File: config.mk
export PLATFORM = sky130hd
export DESIGN_NAME = frame_reader_flat
export DESIGN_NICKNAME = d
export VERILOG_FILES = /design/src/rtl/fill_pkg.sv /design/src/rtl/frame_reader_if.sv /design/src/rtl/frame_reader_burst_shifter.sv /design/src/rtl/frame_reader.sv /design/src/flat_wrapper.sv
export SDC_FILE = /design/constraint.sdc
export NUM_CORES = 2
export LEC_CHECK = 0
export ABC_AREA = 1
export CORE_AREA = 2 2 641 643
export CTS_BUF_LIST = sky130_fd_sc_hd__clkbuf_4 sky130_fd_sc_hd__clkbuf_8
export CTS_CLUSTER_DIAMETER = 200
export DETAILED_ROUTE_END_ITERATION = 12
export DIE_AREA = 0 0 643 645
export GPL_TIMING_DRIVEN = 0
export PLACE_DENSITY = 0.44
export SYNTH_ARGS = -nofsm -noshare
export SYNTH_HDL_FRONTEND = slang
export SYNTH_SLANG_ARGS = --single-unit
File: constraint.sdc
create_clock -name clk -period 81.3 [get_ports clk]
set_clock_uncertainty 0.2 [all_clocks]
set_input_delay 16.26 -clock clk [delete_from_list [all_inputs] [get_ports clk]]
set_output_delay 16.26 -clock clk [all_outputs]
set_load 0.02 [all_outputs]
File: src/rtl/fill_pkg.sv
// Shared definitions for the fill / read-back path: frame geometry,
// burst sizing, rectangle coordinates and the reader state encoding.
package fill_pkg;

    localparam int ADDR_W      = 24;
    localparam int WORD_W      = 24;
    localparam int BURST_WORDS = 64;
    localparam int FRAME_W     = 640;
    localparam int MEM_LAT     = 1;

    localparam int COORD_W     = 12;
    // One extra bit so that x2=4095 plus one still compares correctly.
    localparam int CNT_W       = COORD_W + 1;
    localparam int N_W         = $clog2(BURST_WORDS + 1);
    localparam int LAT_W       = (MEM_LAT > 1) ? $clog2(MEM_LAT) : 1;
    localparam int BURST_BITS  = BURST_WORDS * WORD_W;
    localparam int PROD_W      = ADDR_W + 12;

    // Inclusive rectangle corners; x1 sits in the most significant field.
    typedef struct packed {
        logic [COORD_W-1:0] x1;
        logic [COORD_W-1:0] y1;
        logic [COORD_W-1:0] x2;
        logic [COORD_W-1:0] y2;
    } coord_t;

    typedef enum logic [2:0] {
        RD_IDLE   = 3'd0,
        RD_REQ    = 3'd1,
        RD_WAIT   = 3'd2,
        RD_STREAM = 3'd3,
        RD_FIN    = 3'd4
    } rd_state_t;

    // Word address of pixel (x,y); the product is formed wide and then
    // truncated so the address wraps modulo 2^ADDR_W.
    function automatic logic [ADDR_W-1:0] pix_addr(input logic [CNT_W-1:0] x,
                                                   input logic [CNT_W-1:0] y);
        return ADDR_W'(PROD_W'(y) * PROD_W'(FRAME_W) + PROD_W'(x));
    endfunction

endpackage

File: src/rtl/frame_reader_if.sv
// Bundle of the frame reader's control, SRAM and pixel-stream signals.
// Pixel stream: a word transfers on a clock edge where pix_valid and
// pix_ready are both high; while pix_valid is high and pix_ready low the
// producer holds pix_data/pix_sol/pix_eof stable and keeps pix_valid high.
interface frame_reader_if;
    import fill_pkg::*;

    logic                   start;
    logic [4*COORD_W-1:0]   coordinates;
    logic                   fill_busy;
    logic                   mem_read_en;
    logic [ADDR_W-1:0]      mem_addr;
    logic [BURST_BITS-1:0]  mem_read_data;
    logic [WORD_W-1:0]      pix_data;
    logic                   pix_valid;
    logic                   pix_ready;
    logic                   pix_sol;
    logic                   pix_eof;
    logic                   busy;
    logic                   done;
    logic                   err;
    rd_state_t              dbg_state;

    // Reader side.
    modport master (
        input  start, coordinates, fill_busy, mem_read_data, pix_ready,
        output mem_read_en, mem_addr, pix_data, pix_valid, pix_sol, pix_eof,
               busy, done, err, dbg_state
    );

    // Environment side: controller, SRAM and pixel sink.
    modport slave (
        output start, coordinates, fill_busy, mem_read_data, pix_ready,
        input  mem_read_en, mem_addr, pix_data, pix_valid, pix_sol, pix_eof,
               busy, done, err, dbg_state
    );

endinterface

File: src/rtl/frame_reader_burst_shifter.sv
// Holds one SRAM burst and hands its first n words out one per handshake.
module burst_shifter
    import fill_pkg::*;
(
    input  logic                  clk,
    input  logic                  rst,
    input  logic                  load,
    input  logic [N_W-1:0]        n,
    input  logic [BURST_BITS-1:0] burst,
    output logic [WORD_W-1:0]     out_data,
    output logic                  out_valid,
    input  logic                  out_ready,
    output logic                  out_first,
    output logic                  out_last
);

    logic [BURST_BITS-1:0] buf_q, buf_d;
    logic [N_W-1:0]        idx_q, idx_d;
    logic [N_W-1:0]        n_q, n_d;
    logic                  valid_q, valid_d;

    // Load a new burst or step to the next word on each accepted transfer.
    always_comb begin
        buf_d   = buf_q;
        idx_d   = idx_q;
        n_d     = n_q;
        valid_d = valid_q;
        if (load) begin
            buf_d   = burst;
            idx_d   = '0;
            n_d     = n;
            valid_d = (n != '0);
        end else if (valid_q && out_ready) begin
            if (out_last) begin
                valid_d = 1'b0;
            end else begin
                idx_d = idx_q + N_W'(1);
            end
        end
    end

    // Burst buffer and read pointer registers.
    always_ff @(posedge clk or posedge rst) begin
        if (rst) begin
            buf_q   <= '0;
            idx_q   <= '0;
            n_q     <= '0;
            valid_q <= 1'b0;
        end else begin
            buf_q   <= buf_d;
            idx_q   <= idx_d;
            n_q     <= n_d;
            valid_q <= valid_d;
        end
    end

    assign out_data  = buf_q[int'(idx_q) * WORD_W +: WORD_W];
    assign out_valid = valid_q;
    assign out_first = valid_q && (idx_q == '0);
    assign out_last  = valid_q && (idx_q == n_q - N_W'(1));

endmodule

File: src/rtl/frame_reader.sv
// Reads a rectangle out of frame SRAM in bursts and streams it in raster
// order. Requests are held off while the fill block owns the SRAM.
module frame_reader
    import fill_pkg::*;
(
    input  logic           clk,
    input  logic           rst,
    frame_reader_if.master bus
);

    rd_state_t        state_q, state_d;
    coord_t           coord_q, coord_d, coord_in;
    logic [CNT_W-1:0] cur_x_q, cur_x_d;
    logic [CNT_W-1:0] cur_y_q, cur_y_d;
    logic [N_W-1:0]   n_q, n_d;
    logic [LAT_W-1:0] lat_q, lat_d;
    logic             err_q, err_d;

    logic [CNT_W-1:0] x1_w, x2_w, y2_w;
    logic [CNT_W-1:0] rem, next_x, next_y;
    logic [N_W-1:0]   n_calc;
    logic             rd_fire, sh_load;
    logic             sh_valid, sh_first, sh_last, sh_hs;
    logic [WORD_W-1:0] sh_data;

    assign coord_in = coord_t'(bus.coordinates);
    assign x1_w     = {1'b0, coord_q.x1};
    assign x2_w     = {1'b0, coord_q.x2};
    assign y2_w     = {1'b0, coord_q.y2};

    // Burst length is clipped at the row end so a burst never spans rows.
    assign rem     = x2_w - cur_x_q + CNT_W'(1);
    assign n_calc  = (rem > CNT_W'(BURST_WORDS)) ? N_W'(BURST_WORDS) : N_W'(rem);
    assign next_x  = cur_x_q + CNT_W'(n_q);
    assign next_y  = cur_y_q + CNT_W'(1);
    assign rd_fire = (state_q == RD_REQ) && !bus.fill_busy;
    assign sh_hs   = sh_valid && bus.pix_ready;

    // Next-state logic: request, wait for SRAM, stream, advance position.
    always_comb begin
        state_d = state_q;
        coord_d = coord_q;
        cur_x_d = cur_x_q;
        cur_y_d = cur_y_q;
        n_d     = n_q;
        lat_d   = lat_q;
        err_d   = err_q;
        sh_load = 1'b0;
        case (state_q)
            RD_IDLE: begin
                if (bus.start) begin
                    coord_d = coord_in;
                    cur_x_d = {1'b0, coord_in.x1};
                    cur_y_d = {1'b0, coord_in.y1};
                    err_d   = 1'b0;
                    if ((coord_in.x1 > coord_in.x2) || (coord_in.y1 > coord_in.y2)) begin
                        err_d   = 1'b1;
                        state_d = RD_FIN;
                    end else begin
                        state_d = RD_REQ;
                    end
                end
            end
            RD_REQ: begin
                if (rd_fire) begin
                    lat_d   = '0;
                    state_d = RD_WAIT;
                end
            end
            RD_WAIT: begin
                if (lat_q == LAT_W'(MEM_LAT - 1)) begin
                    sh_load = 1'b1;
                    n_d     = n_calc;
                    state_d = RD_STREAM;
                end else begin
                    lat_d = lat_q + LAT_W'(1);
                end
            end
            RD_STREAM: begin
                if (sh_hs && sh_last) begin
                    if (next_x > x2_w) begin
                        cur_x_d = x1_w;
                        cur_y_d = next_y;
                        state_d = (next_y > y2_w) ? RD_FIN : RD_REQ;
                    end else begin
                        cur_x_d = next_x;
                        state_d = RD_REQ;
                    end
                end
            end
            RD_FIN: begin
                state_d = RD_IDLE;
            end
            default: begin
                state_d = RD_IDLE;
            end
        endcase
    end

    // State, position counters and latched rectangle.
    always_ff @(posedge clk or posedge rst) begin
        if (rst) begin
            state_q <= RD_IDLE;
            coord_q <= '0;
            cur_x_q <= '0;
            cur_y_q <= '0;
            n_q     <= '0;
            lat_q   <= '0;
            err_q   <= 1'b0;
        end else begin
            state_q <= state_d;
            coord_q <= coord_d;
            cur_x_q <= cur_x_d;
            cur_y_q <= cur_y_d;
            n_q     <= n_d;
            lat_q   <= lat_d;
            err_q   <= err_d;
        end
    end

    burst_shifter u_shifter (
        .clk       (clk),
        .rst       (rst),
        .load      (sh_load),
        .n         (n_calc),
        .burst     (bus.mem_read_data),
        .out_data  (sh_data),
        .out_valid (sh_valid),
        .out_ready (bus.pix_ready),
        .out_first (sh_first),
        .out_last  (sh_last)
    );

    assign bus.mem_read_en = rd_fire;
    assign bus.mem_addr    = pix_addr(cur_x_q, cur_y_q);
    assign bus.pix_data    = sh_data;
    assign bus.pix_valid   = sh_valid;
    assign bus.pix_sol     = sh_first && (cur_x_q == x1_w);
    assign bus.pix_eof     = sh_last && (next_x > x2_w) && (cur_y_q == y2_w);
    assign bus.busy        = (state_q == RD_REQ) || (state_q == RD_WAIT) ||
                             (state_q == RD_STREAM);
    assign bus.done        = (state_q == RD_FIN);
    assign bus.err         = err_q;
    assign bus.dbg_state   = state_q;

endmodule
File: src/flat_wrapper.sv
// flat-port wrapper written by rule: the top's interface ports become plain ports
module frame_reader_flat import fill_pkg::*;
  (clk, rst, bus_start, bus_coordinates, bus_fill_busy, bus_mem_read_data, bus_pix_ready, bus_mem_read_en, bus_mem_addr, bus_pix_data, bus_pix_valid, bus_pix_sol, bus_pix_eof, bus_busy, bus_done, bus_err, bus_dbg_state);
  frame_reader_if bus_i ();
  input  logic clk;
  input  logic rst;
  input wire logic [$bits(bus_i.start)-1:0] bus_start;
  input wire logic [$bits(bus_i.coordinates)-1:0] bus_coordinates;
  input wire logic [$bits(bus_i.fill_busy)-1:0] bus_fill_busy;
  input wire logic [$bits(bus_i.mem_read_data)-1:0] bus_mem_read_data;
  input wire logic [$bits(bus_i.pix_ready)-1:0] bus_pix_ready;
  output wire logic [$bits(bus_i.mem_read_en)-1:0] bus_mem_read_en;
  output wire logic [$bits(bus_i.mem_addr)-1:0] bus_mem_addr;
  output wire logic [$bits(bus_i.pix_data)-1:0] bus_pix_data;
  output wire logic [$bits(bus_i.pix_valid)-1:0] bus_pix_valid;
  output wire logic [$bits(bus_i.pix_sol)-1:0] bus_pix_sol;
  output wire logic [$bits(bus_i.pix_eof)-1:0] bus_pix_eof;
  output wire logic [$bits(bus_i.busy)-1:0] bus_busy;
  output wire logic [$bits(bus_i.done)-1:0] bus_done;
  output wire logic [$bits(bus_i.err)-1:0] bus_err;
  output wire logic [$bits(bus_i.dbg_state)-1:0] bus_dbg_state;
  assign bus_i.start = bus_start;
  assign bus_i.coordinates = bus_coordinates;
  assign bus_i.fill_busy = bus_fill_busy;
  assign bus_i.mem_read_data = bus_mem_read_data;
  assign bus_i.pix_ready = bus_pix_ready;
  assign bus_mem_read_en = bus_i.mem_read_en;
  assign bus_mem_addr = bus_i.mem_addr;
  assign bus_pix_data = bus_i.pix_data;
  assign bus_pix_valid = bus_i.pix_valid;
  assign bus_pix_sol = bus_i.pix_sol;
  assign bus_pix_eof = bus_i.pix_eof;
  assign bus_busy = bus_i.busy;
  assign bus_done = bus_i.done;
  assign bus_err = bus_i.err;
  assign bus_dbg_state = bus_i.dbg_state;
  frame_reader u_core (.clk(clk), .rst(rst), .bus(bus_i));
endmodule
==> metrics <==
Tcrit/Tclk final roughly two fifths; CP arrival around 18 ns; H-tree lvl count 5; Static Leakage around 52 nW; Skew-Pair Late Insertion Delay roughly 1.0 ns; Via density 4.666; R2R setup slack roughly 77 ns; Max Cap Viol 2; grt ovf 0; status finished with violations; Clock Path Buffers 4; total wire length approximately 650 mm; DR pass1 iterations 6; clock-pin slew on the worst setup and hold paths about 0.06 ns; Post-Syn Nets ~12000; setup bufs post-CTS 0; Area growth syn-to-layout 39.70%; critical path startpoint bus_fill_busy; Core Rows 235; crit path max fanout 2; hold-fix buffers at CTS 0; Worst Hold Class flop to flop; fill count 45530; Total GRT Usage a little over 30%; Max IR drop VDD approximately 0.020 mV; DRT iter0 DRCs between 9000 and 10000; worst slew pin tran about 1.6 ns; nets around 14000; Initial Util between 15 and 20%; failing checks max-capacitance violations, max-slew violations; Worst R2R Start u_core.bus.dbg_state[2]; Detailed Place HPWL ~540 mm; proportion of layout cells with a drive suffix above 1 under 10%; CTS tree built; Syn Std Cell Area 0.07876 sq mm; Final Hold Fails 0; height of the chip about 650 um; Syn Inst Count between 10000 and 15000; first-pass GRT wire length 827.0 mm; startpoint types input pin; Fmax between 20 and 30 MHz; largest net degree at the start of global routing approximately 120; minimum clock period 34.00 ns; unrepaired setup endpoints after global routing false; Yosys cell types 53; CTS Root Cell clkbuf_8; Power Density between 40 and 50 mW/mm^2; CP Class input pin to output port; vias in the first global route approximately 83000; core area about 0.41 sq mm; register bit total from synthesis around 1600; initial antenna violation count 262; Max Transition Viols Final 14; worst rel slew slack -7.612%; total die area between 0.4 and 0.5 sq mm; synth warn 0; Final ANT Viol Nets 0; Post-synth EDFFs 0; Req. time, crit path 64.84 ns; vias ~85000; Die X between 600 and 700 um; setup ws final 47.30 ns; Buffers on Ports about 1600; Synth async-reset ratio 100.0%; IO Pins 1647; sequential area share after synthesis 51.37%; endpoints failing setup 0; post-cts gate resize count 0; CTS Buf Count 323; # DRC 0; Synth Flop Type dfrtp_1; Avg Cell Area, Syn 7.523 sq um; # clock sinks 1617; min-delay src u_core.u_shifter.buf_q[725]; nature of the critical path endpoint output port; pre-CTS setup slack between 40 and 50 ns; wire length per cell roughly 36 um; routability cong. about 0.96; setup TNS 0 ns
==> synth_stat cells (4+ instances only) <==
master    number  share of area (%)
nand2_1     4869                 23
dfrtp_1     1617                 51
o21ai_0     1111                7.1
nor2_1       728                3.5
clkbuf_1     464                2.2
inv_1        396                1.9
a21oi_1      292                1.9
o22ai_1      209                1.7
buf_2        124               0.79
ha_1         110                1.7
o21ai_1       92               0.58
nand3_1       88               0.56
nand4_1       60               0.48
a41oi_1       48               0.53
xor2_1        39               0.43
buf_4         32               0.30
buf_1         31               0.15
buf_6         27               0.39
o211ai_1      27               0.26
nor3_1        16               0.10
xnor2_1       14               0.16
nand3b_1       6              0.057
nor4_1         6              0.048
o21bai_1       6              0.057
a21boi_0       4              0.038
a22o_1         4              0.044
fa_1           4               0.10
nand2_2        4              0.032
==> worst max-delay path, cell delays in order <==
cell             delay (ns)
clkdlybuf4s50_1        0.43
nor2_1                 0.11
clkdlybuf4s50_1        0.72
==> per-layer routing <==
metal,part of all wire (%),vias up,global-route usage (%)
li1,-,37520,-
met4,5.7,104,15.76
met5,0.13,-,0.2891
met3,8.0,1088,7.815
met1,40,42390,37.39
met2,46,4244,48.75
==> flip-flops by register name, summed over array words and instances, names as in the netlist <==
register / cells
u_core.u_shifter.idx_q: 7
u_core.cur_x_q: 13
u_core.u_shifter.buf_q: 1536
u_core.coord_q: 36
u_core.u_shifter.n_q: 7
u_core.bus.dbg_state: 3
u_core.bus.err: 1
u_core.u_shifter.out_valid: 1
u_core.cur_y_q: 13
==> cells in the final DEF (no fill, tap or decap), types with 23 or more instances in the layout <==
cell / instances
buf_6: 27
xor2_1: 39
o21ai_0: 1108
buf_4: 33
clkbuf_2: 42
o21ai_1: 95
o22ai_1: 209
diode_2: 124
buf_1: 23
o211ai_1: 27
a41oi_1: 48
buf_2: 132
clkbuf_4: 103
clkinv_2: 33
clkbuf_8: 410
nand3_1: 88
clkdlybuf4s50_1: 1645
clkbuf_1: 425
nor2_1: 728
inv_1: 395
dfrtp_1: 1617
nand2_1: 4869
nand4_1: 60
ha_1: 110
a21oi_1: 292
==> path summary, 6_finish.rpt <==
| path | to | cells after the start |
|---|---|---|
| hold reg to reg | u_core.u_shifter.buf_q[725] | 2 |
| setup reg to reg | u_core.u_shifter.buf_q[2] | 7 |
| min in group asynchronous | u_core.u_shifter.buf_q[668] | 2 |
| setup / recovery | bus_mem_read_en | 3 |
| hold / removal | u_core.u_shifter.buf_q[725] | 2 |
| max in group asynchronous | u_core.u_shifter.buf_q[232] | 6 |
==> stage by stage <==
step	total power, mW	hold WS (ns)	utilization (%)	cell area [sq um]	instances
floorplan	2.622	0.2366	-	78760	10470
global placement	4.126	0.2481	25.01	102100	17570
detailed placement	4.123	0.2528	25.16	102700	17590
CTS	5.084	0.2661	26.88	109700	18160
global route	5.337	0.2765	26.92	109900	18220
finish	5.102	0.2656	26.96	110000	18290
==> power breakdown <==
part	switching, mW	internal [mW]	leakage [nW]
logic	2.00	0.681	28.0
registers	0.267	1.20	19.9
clock network	0.426	0.522	3.75
==> kinds of logic after synthesis <==
group | count (synthesis) | share of synthesized area [%]
xor gates and xnor gates | 54 | 0.6179
buffers and inverters | 1082 | 5.790
and+or+nand+nor | 5789 | 28.07
other | 1 | 0.004761
DFF | 1617 | 51.37
muxes | 3 | 0.04289
AOI/OAI and AO/OA | 1810 | 12.26
adders and majority gates | 114 | 1.849
==> area by class of cell <==
type | count | area, sq um | area share [%]
sequential | 1617 | 40460 | 36.77
multi-input combinational | 7771 | 33740 | 30.66
timing repair buffer | 1668 | 17040 | 15.48
tap | 5451 | 6820 | 6.198
clock buffer | 513 | 6416 | 5.831
buffer | 682 | 3117 | 2.832
inverter | 400 | 1510 | 1.372
clock inverter | 62 | 623.1 | 0.5663
antenna | 124 | 310.3 | 0.2820
Note: power is estimated with default switching activity, not from simulation.
